==> src/rtl/mips_pkg.sv <==
// Shared MIPS-style instruction field layout, halt word and fetch FSM encoding.
// Used by the fetch stage and, downstream, by the opcode controller and register file.
package mips_pkg;

   localparam int INSTR_W  = 32;
   localparam int OPCODE_W = 6;
   localparam int REG_W    = 5;
   localparam int SHAMT_W  = 5;
   localparam int IMM_W    = 16;

   localparam int OPCODE_LSB = 26;
   localparam int RS_LSB     = 21;
   localparam int RT_LSB     = 16;
   localparam int RD_LSB     = 11;
   localparam int SHAMT_LSB  = 6;
   localparam int IMM_LSB    = 0;

   localparam logic [INSTR_W-1:0] HALT_WORD = 32'h0000_0000;

   typedef enum logic [1:0] {
      FETCH_IDLE = 2'd0,
      FETCH_WAIT = 2'd1,
      FETCH_HALT = 2'd2
   } fetch_state_e;

   typedef struct packed {
      logic [OPCODE_W-1:0] opcode;
      logic [REG_W-1:0]    rs;
      logic [REG_W-1:0]    rt;
      logic [REG_W-1:0]    rd;
      logic [SHAMT_W-1:0]  shamt;
      logic [IMM_W-1:0]    imm;
   } instr_fields_t;

   // rd/shamt overlap imm: every view is a plain slice of the same word
   function automatic instr_fields_t decode_fields(input logic [INSTR_W-1:0] instr);
      instr_fields_t f;
      f.opcode = instr[OPCODE_LSB +: OPCODE_W];
      f.rs     = instr[RS_LSB     +: REG_W];
      f.rt     = instr[RT_LSB     +: REG_W];
      f.rd     = instr[RD_LSB     +: REG_W];
      f.shamt  = instr[SHAMT_LSB  +: SHAMT_W];
      f.imm    = instr[IMM_LSB    +: IMM_W];
      return f;
   endfunction

endpackage

==> src/rtl/pc_reg.sv <==
// Program counter: loads RESET_PC on async reset, advances by PC_STEP when inc is high.
// Addition wraps modulo 2^ADDR_W.
module pc_reg #(
   parameter int                ADDR_W   = 32,
   parameter logic [ADDR_W-1:0] RESET_PC = '0,
   parameter int                PC_STEP  = 4
) (
   input  logic              clk,
   input  logic              rst_n,
   input  logic              inc,
   output logic [ADDR_W-1:0] pc
);

   localparam logic [ADDR_W-1:0] STEP = ADDR_W'(PC_STEP);

   always_ff @(posedge clk or negedge rst_n) begin
      if (!rst_n) begin
         pc <= RESET_PC;
      end else if (inc) begin
         pc <= pc + STEP;
      end
   end

endmodule

==> src/rtl/instr_fetch.sv <==
// Instruction fetch stage: single-outstanding imem request, one-entry IF/ID slot.
// Optional halt-on-zero-word behaviour is compiled in with FETCH_HALT_EN.
module instr_fetch
   import mips_pkg::*;
#(
   parameter int                ADDR_W   = 32,
   parameter logic [ADDR_W-1:0] RESET_PC = '0,
   parameter int                PC_STEP  = 4
) (
   input  logic                clk,
   input  logic                rst_n,
   input  logic                en,
   output logic                imem_req,
   output logic [ADDR_W-1:0]   imem_addr,
   input  logic [INSTR_W-1:0]  imem_rdata,
   input  logic                imem_valid,
   output logic                id_valid,
   input  logic                id_ready,
   output logic [INSTR_W-1:0]  id_instr,
   output logic [ADDR_W-1:0]   id_pc,
   output logic [OPCODE_W-1:0] id_opcode,
   output logic [REG_W-1:0]    id_rs,
   output logic [REG_W-1:0]    id_rt,
   output logic [REG_W-1:0]    id_rd,
   output logic [SHAMT_W-1:0]  id_shamt,
   output logic [IMM_W-1:0]    id_imm,
   output logic                halted
);

   fetch_state_e      state;
   fetch_state_e      state_nxt;
   logic [ADDR_W-1:0] pc;
   logic              slot_free;
   logic              is_halt_word;
   logic              capture;
   instr_fields_t     fields;

   // A request may only start if the slot will be empty at the launching edge
   assign slot_free = !id_valid || id_ready;

`ifdef FETCH_HALT_EN
   assign is_halt_word = (imem_rdata == HALT_WORD);
`else
   assign is_halt_word = 1'b0;
`endif

   always_ff @(posedge clk or negedge rst_n) begin
      if (!rst_n) begin
         state <= FETCH_IDLE;
      end else begin
         state <= state_nxt;
      end
   end

   always_comb begin
      state_nxt = state;
      unique case (state)
         FETCH_IDLE: begin
            if (en && slot_free) begin
               state_nxt = FETCH_WAIT;
            end
         end
         FETCH_WAIT: begin
            if (imem_valid) begin
               state_nxt = is_halt_word ? FETCH_HALT : FETCH_IDLE;
            end
         end
`ifdef FETCH_HALT_EN
         FETCH_HALT: state_nxt = FETCH_HALT;
`endif
         default:    state_nxt = FETCH_IDLE;
      endcase
   end

   always_comb begin
      imem_req = 1'b0;
      capture  = 1'b0;
      halted   = 1'b0;
      unique case (state)
         FETCH_WAIT: begin
            imem_req = 1'b1;
            capture  = imem_valid && !is_halt_word;
         end
`ifdef FETCH_HALT_EN
         FETCH_HALT: halted = 1'b1;
`endif
         default: ;
      endcase
   end

   assign imem_addr = pc;

   pc_reg #(
      .ADDR_W   (ADDR_W),
      .RESET_PC (RESET_PC),
      .PC_STEP  (PC_STEP)
   ) u_pc_reg (
      .clk   (clk),
      .rst_n (rst_n),
      .inc   (capture),
      .pc    (pc)
   );

   // IF/ID slot: capture wins over a simultaneous downstream accept
   always_ff @(posedge clk or negedge rst_n) begin
      if (!rst_n) begin
         id_valid <= 1'b0;
         id_instr <= '0;
         id_pc    <= '0;
      end else if (capture) begin
         id_valid <= 1'b1;
         id_instr <= imem_rdata;
         id_pc    <= pc;
      end else if (id_ready) begin
         id_valid <= 1'b0;
      end
   end

   assign fields    = decode_fields(id_instr);
   assign id_opcode = fields.opcode;
   assign id_rs     = fields.rs;
   assign id_rt     = fields.rt;
   assign id_rd     = fields.rd;
   assign id_shamt  = fields.shamt;
   assign id_imm    = fields.imm;

endmodule

==> config.mk <==
export PLATFORM = sky130hd
export DESIGN_NAME = instr_fetch
export DESIGN_NICKNAME = d
export VERILOG_FILES = /design/src/rtl/mips_pkg.sv /design/src/rtl/pc_reg.sv /design/src/rtl/instr_fetch.sv
export SDC_FILE = /design/constraint.sdc
export NUM_CORES = 1
export LEC_CHECK = 0
export BUFFER_PORTS_ARGS = -buffer_cell sky130_fd_sc_hd__buf_2
export CAP_MARGIN = 20
export CORE_MARGIN = 3
export CORE_UTILIZATION = 51
export DETAILED_ROUTE_END_ITERATION = 16
export GPL_ROUTABILITY_DRIVEN = 0
export PLACE_DENSITY = 0.81
export SYNTH_ARGS = -nofsm -noshare
export SYNTH_HDL_FRONTEND = slang
export SYNTH_SLANG_ARGS = --single-unit
==> constraint.sdc <==
create_clock -name clk -period 2.8 [get_ports clk]
set_input_delay 0.56 -clock clk [delete_from_list [all_inputs] [get_ports clk]]
set_output_delay 0.56 -clock clk [all_outputs]
set_load 0.1 [all_outputs]
==> flow_summary.json <==
{
  "status": "finished, final reports clean",
  "drc": 0,
  "pwr-share-comb": 0.552,
  "crit_slowest_cell": "dfrtp_1",
  "viasPerCell": 4.96,
  "cts_buffers": 9,
  "worst-path-buf-inv": 1,
  "fin_cells": 550,
  "p_switching_uw": 3570,
  "start_util": 0.545,
  "syn2layout_area_growth_pct": 21.8,
  "crit_end": "imem_addr[17]",
  "rsz0062_at_grt": "false",
  "setup_ws_ns": 0.910,
  "antenna_found_initial": 0,
  "synth.distinct_cells": 25,
  "track_usage": 0.193,
  "vdd_drop_max_mv": 0.472,
  "clk_latency_ns": 0.35,
  "fin_area_sq_um": 4970,
  "die_h_microns": 95.4,
  "postLayoutCoreUtil": 0.664,
  "crit_path_cell_trace": "buf_2",
  "synth_area_sq_um": 4080,
  "pre_cts_ws_ns": 0.800,
  "synth_top_area_cell": "dfrtp_1",
  "async_flop_share": 1.00,
  "r2r_end": "u_pc_reg.pc[29]",
  "yosys_register_bits": 94,
  "nets": 484,
  "pwr-share-seq": 0.283,
  "cts.sinks": 94,
  "synth_seq_area_share": 0.577,
  "grt_pass1_wl_microns": 13400,
  "synthTopCellsByArea": "dfrtp_1 58%, mux2_2 17%, buf_4 8.7%, xnor2_1 5.2%, nand3_1 1.8%",
  "worst_path_largest_cell_delay_ns": 0.50,
  "swShare": 0.585,
  "fmax_ghz": 0.529,
  "final_max_slew_viol_count": 0,
  "cts-root-buf": "clkbuf_8",
  "pwr-share-clk": 0.165,
  "setup_viol": 0,
  "p_per_area_nw_per_um2": 1230,
  "critPathArrivalTime_ns": 1.33,
  "drt_iter0_markers": 58,
  "clock_skew_ns": 0.0107,
  "drtAntennaViolNets": 0,
  "syn_avg_cell_area_sq_um": 13.2,
  "drive_above_1_share": 0.570,
  "core_sq_um": 7490,
  "cts_post_setup_buffers_inserted": 0,
  "crit_path_end_kind": "output port",
  "r2r_cells": 4,
  "num_rows": 31,
  "cp_top_family": "flip-flops",
  "ys_top_cells_by_count": "94 x dfrtp_1, 60 x mux2_2, 47 x buf_4",
  "critPathLaunchType": "flop",
  "hold_viol": 0,
  "ys_warn_count": 0,
  "dp_hpwl_microns": 6570,
  "vias": 2730,
  "tightest_slew_ns": 0.595,
  "drt-wirelength-per-cell_microns": 15.7,
  "yosysMostFrequentCell": "dfrtp_1",
  "cts_tree": "done",
  "synth_top_cell_area_share": 0.577,
  "dp_cells": 534,
  "dpl-instance-area_sq_um": 4740,
  "p_int_uw": 2540,
  "fin_crit_sh": 0.675,
  "synth_cells": 310,
  "critical_path_class": "reg2out",
  "r2r_slack_ns": 1.00,
  "maxCapViolCount": 0,
  "pin_count": 178,
  "setup_tns_ns": 0,
  "crit_start": "u_pc_reg.pc[17]",
  "p_leak_uw": 0.00264,
  "die-area_sq_um": 9110,
  "cp_data_required_time_ns": 2.24,
  "yosys_most_used_dff": "dfrtp_1",
  "synth_edf_count": 0,
  "regToRegStartpoint": "u_pc_reg.pc[9]",
  "largest_register_ffs": 32,
  "drt_pass1_iterations": 4,
  "totalWireLength_microns": 8650,
  "cp_num_cells": 1,
  "cts_buffer_depth": 2,
  "cts.clk_slew.worst_paths_ns": 0.09,
  "crit_path_max_fanout": 8,
  "period_needed_ns": 1.89,
  "htreeDepth": 3,
  "overflow": 0,
  "min_path_type": "in2async",
  "die_w_microns": 95.4,
  "portBuffers": 172,
  "grt_pass1_vias": 2748,
  "ctsResizeCount": 0,
  "antennaDiodeCount": 0,
  "cts_hold_buf": 0,
  "maxSlewHeadroom": 0.603,
  "grt_max_degree": 49
}
-- layout by cell type (no fill, tap or decap) --
master,n
bufinv_16,2
ha_1,1
nand4b_1,1
o21ai_0,3
dfrtp_1,94
or2_2,1
inv_1,6
nand4_1,10
nor4_1,1
nand3_1,15
and2_1,2
clkinv_2,1
xnor2_1,24
buf_2,171
and3_1,2
buf_4,4
and4_1,1
xor2_1,5
clkinv_4,1
clkinvlp_4,1
conb_1,5
nand2_1,13
mux2_2,60
nand4_2,2
buf_12,1
o22ai_1,1
nor4_4,2
nor2_1,7
clkbuf_8,11
nor3_1,3
-- power groups by stage --
stage | clock (uW) | combinational, uW | sequential [uW]
final | 1010 | 3370 | 1730
after global routing | 1090 | 3460 | 1760
after CTS | 1030 | 3390 | 1730
after detailed placement | 0 | 3390 | 1760
after global placement | 0 | 3380 | 1740
after floorplan | 0 | 1680 | 3180
-- through the flow --
stage / hold WS (ns) / total power, uW
final: 0.208 / 6110
after global routing: 0.243 / 6310
after CTS: 0.221 / 6160
after detailed placement: 0.480 / 5150
after global placement: 0.460 / 5120
after floorplan: 0.264 / 4860
-- cells by family (layout without fill, tap and decap cells) --
logic type               after synthesis  in the layout  synth area share
AO/OA/AOI/OAI                          4              4           0.00521
XOR/XNOR                              29             29            0.0623
adder cells (fa/ha/maj)                1              1           0.00307
buffers and inverters                 61            198             0.100
flip-flops                            94             94             0.577
multiplexers                          60             60             0.166
other                                  1              5          0.000919
AND/OR/NAND/NOR                       60             60            0.0859
-- worst min-delay path by stage --
stage | from | endpoint | slack, ns
5_1_grt | rst_n | id_pc[12] | 0.24
3_5_place_dp | id_pc[27] | id_pc[27] | 0.48
2_1_floorplan | rst_n | id_instr[0] | 0.26
3_3_place_gp | id_pc[30] | id_pc[30] | 0.46
4_1_cts | rst_n | id_pc[10] | 0.22
6_report | rst_n | id_pc[10] | 0.21
-- layout make-up --
| type | instances | area [sq um] |
|---|---|---|
| clock buffers | 11 | 151 |
| fillers | 608 | 2520 |
| clock inverters | 5 | 81.3 |
| repair buffers | 176 | 906 |
| well taps | 99 | 124 |
| inverters | 6 | 22.5 |
| flip-flops and latches | 94 | 2350 |
| multi-input cells | 159 | 1330 |
-- layer usage --
metal	share of wire	GRT usage
met1	0.39	0.244
met2	0.52	0.331
met3	0.075	0.0355
met4	0.016	0.0746
met5	0	0
(Power assumes the default switching activity.)
